$ cat src/rtl/sha256_pkg.sv
// sha256_pkg: shared SHA-256 types, constants and block-count helper.
package sha256_pkg;
  typedef enum logic [2:0] {IDLE, DATA, ONE, ZERO, LEN_HI, LEN_LO} pad_state_e;
  localparam int SHA256_BLOCK_WORDS = 16;
  localparam logic [31:0] SHA256_PAD_WORD = 32'h80000000;
  function automatic logic [32:0] sha256_num_blocks(input logic [31:0] len_words);
    return ({1'b0, len_words} + 33'd18) >> 4;
  endfunction
endpackage

$ cat src/rtl/sha256_msg_padder_if.sv
// sha256_msg_padder_if: message-in / word-out streams plus start/status of the padder.
interface sha256_msg_padder_if #(parameter int LEN_W = 16);
  logic             start;
  logic [LEN_W-1:0] msg_len;
  logic             in_valid;
  logic [31:0]      in_data;
  logic             in_ready;
  logic             out_valid;
  logic [31:0]      out_data;
  logic             out_ready;
  logic             out_eob;
  logic             out_last;
  logic             busy;
  logic             done;
  modport slave (input start, msg_len, in_valid, in_data, out_ready,
                 output in_ready, out_valid, out_data, out_eob, out_last, busy, done);
  modport master (output start, msg_len, in_valid, in_data, out_ready,
                  input in_ready, out_valid, out_data, out_eob, out_last, busy, done);
endinterface

$ cat src/rtl/sha256_msg_padder.sv
// sha256_msg_padder: appends SHA-256 delimiter, zero fill and bit length to a word stream.
// Optional SHA256_PAD_BLKIDX_EN adds blk_idx and num_blocks outputs.
module sha256_msg_padder
  import sha256_pkg::*;
#(
  parameter int LEN_W = 16
) (
  input logic clk,
  input logic reset_n,
  sha256_msg_padder_if.slave bus
`ifdef SHA256_PAD_BLKIDX_EN
  ,
  output logic [LEN_W-1:0] blk_idx,
  output logic [LEN_W:0]   num_blocks
`endif
);
  pad_state_e       state, state_nx;
  logic [3:0]       wcnt;
  logic [LEN_W-1:0] rem, n, blk;
  logic [LEN_W:0]   nblk, nblk_calc;
  logic [63:0]      bit_len;
  logic             xfer, done_q, accept;
  assign nblk_calc = (LEN_W+1)'(sha256_num_blocks(32'(bus.msg_len)));
  assign bit_len   = 64'(n) << 5;
  assign xfer      = bus.out_valid & bus.out_ready;
  // a start coinciding with the done pulse is deliberately dropped
  assign accept    = (state == IDLE) & bus.start & ~done_q;
  always_ff @(posedge clk or negedge reset_n)
    if (!reset_n) state <= IDLE;
    else state <= state_nx;
  always_ff @(posedge clk or negedge reset_n) begin
    if (!reset_n) begin
      wcnt   <= '0;
      rem    <= '0;
      n      <= '0;
      blk    <= '0;
      nblk   <= '0;
      done_q <= 1'b0;
    end else begin
      done_q <= (state == LEN_LO) & xfer;
      if (accept) begin
        n    <= bus.msg_len;
        rem  <= bus.msg_len;
        wcnt <= '0;
        blk  <= '0;
        nblk <= nblk_calc;
      end else if (xfer) begin
        wcnt <= wcnt + 4'd1;
        if (state == DATA) rem <= rem - LEN_W'(1);
        if (wcnt == 4'd15) blk <= blk + LEN_W'(1);
      end
    end
  end
  always_comb begin
    state_nx      = state;
    bus.in_ready  = 1'b0;
    bus.out_valid = 1'b0;
    bus.out_data  = '0;
    case (state)
      IDLE: if (accept) state_nx = (bus.msg_len != '0) ? DATA : ONE;
      DATA: begin
        bus.out_valid = bus.in_valid;
        bus.out_data  = bus.in_data;
        bus.in_ready  = bus.out_ready;
        if (xfer && rem == LEN_W'(1)) state_nx = ONE;
      end
      ONE: begin
        bus.out_valid = 1'b1;
        bus.out_data  = SHA256_PAD_WORD;
        if (bus.out_ready) state_nx = (wcnt == 4'd13) ? LEN_HI : ZERO;
      end
      ZERO: begin
        bus.out_valid = 1'b1;
        if (bus.out_ready && wcnt == 4'd13) state_nx = LEN_HI;
      end
      LEN_HI: begin
        bus.out_valid = 1'b1;
        bus.out_data  = bit_len[63:32];
        if (bus.out_ready) state_nx = LEN_LO;
      end
      LEN_LO: begin
        bus.out_valid = 1'b1;
        bus.out_data  = bit_len[31:0];
        if (bus.out_ready) state_nx = IDLE;
      end
      default: state_nx = IDLE;
    endcase
  end
  assign bus.out_eob  = (wcnt == 4'd15) & bus.out_valid;
  assign bus.out_last = bus.out_valid & ({1'b0, blk} == nblk - 1'b1);
  assign bus.busy     = state != IDLE;
  assign bus.done     = done_q;
`ifdef SHA256_PAD_BLKIDX_EN
  assign blk_idx    = blk;
  assign num_blocks = nblk;
`endif
endmodule

$ cat src/flat_wrapper.sv
// flat-port wrapper written by rule: the top's interface ports become plain ports
module sha256_msg_padder_flat import sha256_pkg::*;
#(
  parameter int LEN_W = 16
)
  (clk, reset_n, bus_start, bus_msg_len, bus_in_valid, bus_in_data, bus_out_ready, bus_in_ready, bus_out_valid, bus_out_data, bus_out_eob, bus_out_last, bus_busy, bus_done);
  sha256_msg_padder_if #(.LEN_W(LEN_W)) bus_i ();
  input logic clk;
  input logic reset_n;
  input wire logic [$bits(bus_i.start)-1:0] bus_start;
  input wire logic [$bits(bus_i.msg_len)-1:0] bus_msg_len;
  input wire logic [$bits(bus_i.in_valid)-1:0] bus_in_valid;
  input wire logic [$bits(bus_i.in_data)-1:0] bus_in_data;
  input wire logic [$bits(bus_i.out_ready)-1:0] bus_out_ready;
  output wire logic [$bits(bus_i.in_ready)-1:0] bus_in_ready;
  output wire logic [$bits(bus_i.out_valid)-1:0] bus_out_valid;
  output wire logic [$bits(bus_i.out_data)-1:0] bus_out_data;
  output wire logic [$bits(bus_i.out_eob)-1:0] bus_out_eob;
  output wire logic [$bits(bus_i.out_last)-1:0] bus_out_last;
  output wire logic [$bits(bus_i.busy)-1:0] bus_busy;
  output wire logic [$bits(bus_i.done)-1:0] bus_done;
  assign bus_i.start = bus_start;
  assign bus_i.msg_len = bus_msg_len;
  assign bus_i.in_valid = bus_in_valid;
  assign bus_i.in_data = bus_in_data;
  assign bus_i.out_ready = bus_out_ready;
  assign bus_in_ready = bus_i.in_ready;
  assign bus_out_valid = bus_i.out_valid;
  assign bus_out_data = bus_i.out_data;
  assign bus_out_eob = bus_i.out_eob;
  assign bus_out_last = bus_i.out_last;
  assign bus_busy = bus_i.busy;
  assign bus_done = bus_i.done;
  sha256_msg_padder #(.LEN_W(LEN_W)) u_core (.clk(clk), .reset_n(reset_n), .bus(bus_i));
endmodule
$ cat config.mk
export PLATFORM = sky130hd
export DESIGN_NAME = sha256_msg_padder_flat
export DESIGN_NICKNAME = d
export VERILOG_FILES = /design/src/rtl/sha256_pkg.sv /design/src/rtl/sha256_msg_padder_if.sv /design/src/rtl/sha256_msg_padder.sv /design/src/flat_wrapper.sv
export SDC_FILE = /design/constraint.sdc
export NUM_CORES = 1
export LEC_CHECK = 0
export ABC_AREA = 1
export BUFFER_PORTS_ARGS = -buffer_cell sky130_fd_sc_hd__clkbuf_2
export CORE_MARGIN = 1
export CORE_UTILIZATION = 45
export CTS_CLUSTER_DIAMETER = 120
export CTS_CLUSTER_SIZE = 20
export DETAILED_ROUTE_END_ITERATION = 8
export GPL_TIMING_DRIVEN = 1
export PLACE_DENSITY_LB_ADDON = 0.3
export SLEW_MARGIN = 20
export SYNTH_ARGS = -nofsm -noshare
export SYNTH_HDL_FRONTEND = slang
export SYNTH_SLANG_ARGS = --single-unit
$ cat constraint.sdc
create_clock -name clk -period 1.92 [get_ports clk]
set_input_delay 0.288 -clock clk [delete_from_list [all_inputs] [get_ports clk]]
set_output_delay 0.288 -clock clk [all_outputs]
set_load 0.01 [all_outputs]
==> results of run 1 <==
-- Yosys cell counts --
cell type and count:
buf_2 2, a22oi_1 2, nand3_4 1, o21ai_2 1, clkinv_1 1, inv_2 5
nor3_4 1, nor3_1 16, nand2_2 3, nand4_1 16, a21oi_1 9, inv_1 106
o21a_1 1, o221ai_1 2, o21ai_0 60, o22ai_1 5, buf_8 1, clkbuf_1 6
nor2_1 96, o21ai_1 1, buf_4 2, nor2_2 3, nand3_1 55, o31ai_1 2
nor2_4 4, nand2_4 4, nand4_2 1, o21bai_1 1, xor2_1 13, a31oi_1 3
xnor2_1 7, nand2_1 161, buf_6 5, dfrtp_1 69, nand3_2 1, and2_1 1
ha_1 6, nand3b_1 3, o211ai_1 12
-- layout by cell type, fill, tap and decap left out, drive strengths merged, types with 3 or more instances in the layout --
| master | n |
|---|---|
| nor3 | 17 |
| a21oi | 9 |
| a31oi | 3 |
| ha | 6 |
| xnor2 | 7 |
| clkbuf | 81 |
| buf | 51 |
| o211ai | 12 |
| o22ai | 5 |
| nor2 | 103 |
| o21ai | 62 |
| inv | 111 |
| xor2 | 13 |
| dfrtp | 69 |
| clkinv | 4 |
| nand2 | 168 |
| nand3b | 3 |
| nand4 | 17 |
| nand3 | 57 |
-- area by class of cell --
| class | instances | area share, % |
|---|---|---|
| clock buffer | 10 | 2.15 |
| clock inverter | 6 | 1.08 |
| inverter | 112 | 7.25 |
| multi-input combinational | 491 | 43.8 |
| sequential | 69 | 29.2 |
| tap | 133 | 2.80 |
| timing repair buffer | 123 | 13.8 |
-- report_power, final --
part	total [W]	leakage (nW)	switching, W	internal (W)
Sequential	0.00253	0.877	0.000517	0.00201
Clock	0.00120	0.0923	0.000601	0.000599
Combinational	0.00466	2.03	0.00280	0.00187
Total	0.00839	3.00	0.00391	0.00448
-- stage by stage --
step	cells	cell area, sq um	utilization (%)	hold WS (ps)
after floorplan	688	4710	-	-7.59
after global placement	911	5370	53.9	282
after detailed placement	911	5370	53.9	284
after CTS	941	5840	58.7	221
after global routing	944	5940	59.6	247
final	944	5940	59.6	234
-- cells by family after synthesis --
group                    count (synthesis)  synth area share (%)
flip-flops                              69                  36.7
XOR/XNOR                                20                  3.72
adder cells (fa/ha/maj)                  6                  1.59
AO/OA/AOI/OAI                           99                  11.9
AND/OR/NAND/NOR                        366                  34.7
buffers and inverters                  128                  11.4
-- sequential cells by signal (all words and copies together) (netlist names) --
name             flops
u_core.blk          16
u_core.bus.done      1
u_core.n            16
u_core.nblk         13
u_core.rem          16
u_core.state         3
u_core.wcnt          4
-- worst max-delay path: stages (launching register included) --
cell and delay, ps:
dfrtp_1 420, inv_2 120, nand2_1 60, nor2_1 140, nand2_1 140, o21bai_1 150, nand2_1 60, nor2_1 100
nand3_1 80, nor2_1 110, buf_2 130
-- metal layers --
layer / routed length, um / part of all wire, %
met5: 0 / 0
met4: 250 / 1.8
met3: 631 / 4.6
met2: 6850 / 50
met1: 5840 / 43
-- repair_timing --
item | in CTS | in global routing
hold buffers | 1 | 0
cloned | 3 | 0
setup endpoints to repair | 19 | 36
pin swaps | 9 | 7
resized for setup | 58 | 45
setup buffers | 10 | 5
endpoints found under the hold margin | 16 | 0
-- worst max path at each step --
| stage | from | end | depth (start not counted) |
|---|---|---|---|
| after floorplan | u_core.nblk[0]$_DFFE_PN0P_ | bus_out_last | 10 |
| after global placement | u_core.nblk[0]$_DFFE_PN0P_ | bus_out_last | 11 |
| after detailed placement | u_core.nblk[0]$_DFFE_PN0P_ | bus_out_last | 11 |
| after CTS | u_core.nblk[0]$_DFFE_PN0P_ | bus_out_last | 14 |
| after global routing | u_core.nblk[0]$_DFFE_PN0P_ | bus_out_last | 14 |
| final | u_core.nblk[2]$_DFFE_PN0P_ | bus_out_last | 10 |
==> impl_metrics.tcl, run 1 <==
set metrics [dict create \
    status "finished with violations" \
    minimum_clock_period_after_layout_ps 2150 \
    violations "negative setup slack" \
    worst_hold_path.num_cells 3 \
    power_density_nw_per_um2 1410 \
    clock_tree.root_cell "clkbuf_8" \
    finalWorstSetupSlack_ps -225 \
    global_route.peak_usage_layer "met2" \
    setup.worst_path.end_class "output pin" \
    grt_use_met3_pct 3.45 \
    antennaDiodeCount 0 \
    ctsHtreeMaxLevel 3 \
    hold_start "bus_msg_len[1]" \
    setup_tns_ps -1150 \
    netlist-cell-type-count 39 \
    total_standard_cell_area_after_synthesis_sq_um 4710 \
    dieArea_sq_um 10900 \
    port_buf_inserts 90 \
    timing.hold.worst.class "input pin to flop" \
    clock.fmax_mhz 466 \
    synth_seq_area_share_pct 36.7 \
    placer_congestion_estimate 0.873 \
    drt-initial-drc-count 245 \
    syn-num-nets 747 \
    crit-reg2reg-capture "u_core.rem[0]$_DFFE_PN0P_" \
    grt_antenna_before_repair 0 \
    grt_pass1_wl_um 23500 \
    global_route.overflow_total 0 \
    worst-slew-pin-transition_ps 510 \
    cts_tree "yes" \
    rows 36 \
    fillCellCount 973 \
    drc 0 \
    grtUsageMet1_pct 33.1 \
    ff2ff_path_depth 10 \
    die-width_um 104 \
    fp.coreArea_sq_um 9950 \
    cp-start-kind "flop" \
    grt_use_met2_pct 47.1 \
    crit_arrival_ps 1860 \
    maxCapViolCount 0 \
    power.total_w 0.00839 \
    clock_tree.buffer_depth 2 \
    detailedRoute.firstPassIterationCount 5 \
    total_leakage_power_nw 3.00 \
    totalWireLength_um 13600 \
    grt.total_usage_pct 26.6 \
    effective_utilization_at_floorplan_pct 47.3 \
    first_global_vias 4957 \
    setup_viol 17 \
    cts_num_sinks 69 \
    postSynthCellCount 688 \
    viasPerCell 5.19 \
    routed_wire_length_per_instance_um 14.4 \
    holdPathEnd "u_core.rem[1]$_DFFE_PN0P_" \
    critical_path_required_ps 1630 \
    synth.area.top_cells "dfrtp_1 37%, nand2_1 13%, inv_1 8.4%" \
    ys.warnings.count 0 \
    slew-limit-headroom_pct 66.0 \
    place_ws_ps 32.7 \
    number_of_routed_nets_with_antenna_violations 0 \
    cts_made_buffers 9 \
    post-synth-top-area-cell "dfrtp_1" \
    layout-drive-gt1-share_pct 25.2 \
    clock_tree_skew_after_final_layout_ps 18.0 \
    dpl.hpwl_um 9920 \
    clk-insertion-delay-late_ps 350 \
    timing.final.hold_violations 0 \
    avgSynthCellArea_sq_um 6.85 \
    ys_ff_latch 69 \
    floorplan.die.height_um 104 \
    worst_r2r_startpoint "u_core.state[2]$_DFFE_PN0P_" \
    cts.clk_slew.worst_paths_ps 70 \
    worstSetupPathType "flop to output pin" \
    via_count 4904 \
    rsz_0062_raised_after_global_routing "true" \
    synthDominantCellAreaShare_pct 36.7 \
    final_net_count 865 \
    cp_max_fo 6 \
    share_of_the_cycle_needed_by_the_critical_path_after_routing_pct 112 \
    ioPinCount 91 \
    multi_input_comb_area_sq_um 2600 \
    rrSetupSlack_ps 150 \
    drv_slew 0 \
    regArea_sq_um 1730 \
    area_growth_syn_to_layout_pct 26.0 \
    ir_drop_uv 949 \
    grt_max_degree 30 \
]
Power figures use the tool's default switching activity.
==> run 2: changes to the inputs <==
Settings changed: REMOVE_ABC_BUFFERS set to 1.
Clock period 1.92 ns to 2.7 ns, I/O delays scaled along.
==> run 2 against run 1 <==
Effect of this change: the run now ends clean; critical endpoint unchanged; first-iteration DRC count shrank 19%; sequential share of layout area grew 2.4 points; non-clock buffer count shrank 26; sequential cell count is the same.
==> impl_metrics.tcl, run 2 (synthesis results as in run 1) <==
set metrics [dict create \
    status "completed" \
    routed_wire_length_per_instance_um 13.8 \
    cp_max_fo 6 \
    power_density_nw_per_um2 975 \
    maxCapViolCount 0 \
    fin_worst_hold_slack_ps 81.3 \
    total_leakage_power_nw 2.79 \
    grt_antenna_before_repair 0 \
    clock_tree_skew_after_final_layout_ps 9.78 \
    die-width_um 104 \
    largest_registers "u_core.blk x16, u_core.n x16, u_core.rem x16" \
    drt-initial-drc-count 198 \
    ioPinCount 91 \
    fillCellCount 975 \
    rsz_0062_raised_after_global_routing "false" \
    cp-start-kind "flop" \
    worst-slew-pin-transition_ps 664 \
    global_route.overflow_total 0 \
    fp.coreArea_sq_um 9950 \
    final_net_count 839 \
    dieArea_sq_um 10900 \
    timing.critical_path.max_delay_family "simple AND/OR/NAND/NOR gates" \
    ir_drop_uv 493 \
    multi_input_comb_area_sq_um 2450 \
    clock.fmax_mhz 406 \
    layout.cells.most_common "nand2_1" \
    number_of_routed_nets_with_antenna_violations 0 \
    detailedRoute.firstPassIterationCount 5 \
    viasPerCell 5.22 \
    slew-limit-headroom_pct 55.7 \
    share_of_the_cycle_needed_by_the_critical_path_after_routing_pct 91.2 \
    via_count 4793 \
    setup.worst_path.end_class "output pin" \
    cts_tree "yes" \
    crit_arrival_ps 2060 \
    layout-drive-gt1-share_pct 17.8 \
    grt_pass1_wl_um 21600 \
    cts_made_buffers 9 \
    setup_tns_ps 0 \
    worstSetupPathType "flop to output pin" \
    critPathMostFrequentCell "nand2_1" \
    cts_num_sinks 69 \
    fin_area_sq_um 5470 \
    totalWireLength_um 12700 \
    critical_path_required_ps 2300 \
    regArea_sq_um 1730 \
    cpMaxStageDelayCell "dfrtp_1" \
    drc 0 \
    clock_tree.root_cell "clkbuf_8" \
    rows 36 \
    antennaDiodeCount 0 \
    cts.clk_slew.worst_paths_ps 80 \
    effective_utilization_at_floorplan_pct 47.3 \
    worst-path-buf-inv 2 \
    minimum_clock_period_after_layout_ps 2460 \
    grt.total_usage_pct 24.6 \
    rrSetupSlack_ps 740 \
    cts_hold_buffers 0 \
    place_area_sq_um 5260 \
    port_buf_inserts 90 \
    floorplan.die.height_um 104 \
    setup_viol 0 \
    power.total_w 0.00533 \
    clock_tree.buffer_depth 2 \
    ctsHtreeMaxLevel 3 \
    first_global_vias 4610 \
    timing.hold.worst.class "input pin to async pin" \
    clk-insertion-delay-late_ps 350 \
    drv_slew 0 \
    crit-reg2reg-capture "u_core.nblk[6]$_DFFE_PN0P_" \
    critical_path.max_stage_delay_ps 420 \
    ff2ff_path_depth 8 \
    final_design_utilization_pct 54.9 \
    grt_max_degree 29 \
    dpl.hpwl_um 9680 \
    area_growth_syn_to_layout_pct 16.1 \
    placer_congestion_estimate 0.939 \
    worst_r2r_startpoint "u_core.state[0]$_DFFE_PN0P_" \
    critical_path.cell_chain "inv_1, ha_2, nand2_1, nor2_2, nand3_1, nand2_1, nand2_1, nor2_1, nand3_1, nor2_1, clkbuf_2" \
    mostFrequentLayoutCells "161 x nand2_1, 106 x inv_1, 95 x nor2_1" \
    timing.final.hold_violations 0 \
]
## run 2: cell types whose count changed in the layout (fill, tap and decap cells not counted), moves of 4 or more
cell	before	now
o21ai_0	43	60
buf_4	21	7
buf_12	4	0
dfrtp_1	65	69
nand2_2	7	3
nor2_1	89	95
inv_2	9	5
nor2_4	8	4
buf_2	19	1
nand2_1	157	161
dfrtp_2	4	0
clkbuf_2	71	89
o21ai_2	17	1
inv_1	100	106
## run 2: timing repair
action                     in CTS  in global routing
setup endpoints to repair       0                 18
gates resized for setup         0                  3
buffers inserted                0                  0
## run 2: layout make-up
type / count / share of cell area, %
clock buffers: 9 / 2.26
clock inverters: 7 / 1.37
inverters: 112 / 7.76
multi-input cells: 491 / 44.8
flip-flops and latches: 69 / 31.6
well taps: 133 / 3.04
repair buffers: 97 / 9.20
## run 2: how the worst max path moves through the flow
stage / depth (start not counted) / start / to
finish: 11 / u_core.nblk[0]$_DFFE_PN0P_ / bus_out_last
global route: 11 / u_core.nblk[0]$_DFFE_PN0P_ / bus_out_last
CTS: 6 / u_core.state[2]$_DFFE_PN0P_ / bus_out_data[12]
detailed placement: 6 / u_core.state[2]$_DFFE_PN0P_ / bus_out_data[12]
global placement: 11 / u_core.nblk[0]$_DFFE_PN0P_ / bus_out_last
floorplan: 10 / u_core.nblk[0]$_DFFE_PN0P_ / bus_out_last
## run 2: metrics by stage
stage,setup WS [ps],std cells
2_1_floorplan,761,672
3_3_place_gp,599,902
3_5_place_dp,460,902
4_1_cts,58.2,918
5_1_grt,41.8,918
6_report,236,918
## run 2: power breakdown
group | internal (W) | total, W | switching, W
sequential | 0.00143 | 0.00178 | 0.000358
clock | 0.000429 | 0.000856 | 0.000427
combinational | 0.000942 | 0.00269 | 0.00175
## run 2: worst reg2reg max path: stages (launching register included)
cell and delay [ps]:
dfrtp_1 460, nor2_1 200, nand2_2 110, inv_2 90, nand2_4 140, inv_2 380
buf_4 280, nand2_1 70, o21ai_0 140
## run 2: metal layers
metal | GRT usage [%] | part of all wire (%) | up-vias
met5 | 0 | 0 | -
met4 | 11.1 | 2.4 | 0
met3 | 5.51 | 4.4 | 22
met2 | 41.2 | 49 | 123
met1 | 30.1 | 44 | 2266
li1 | - | - | 2382
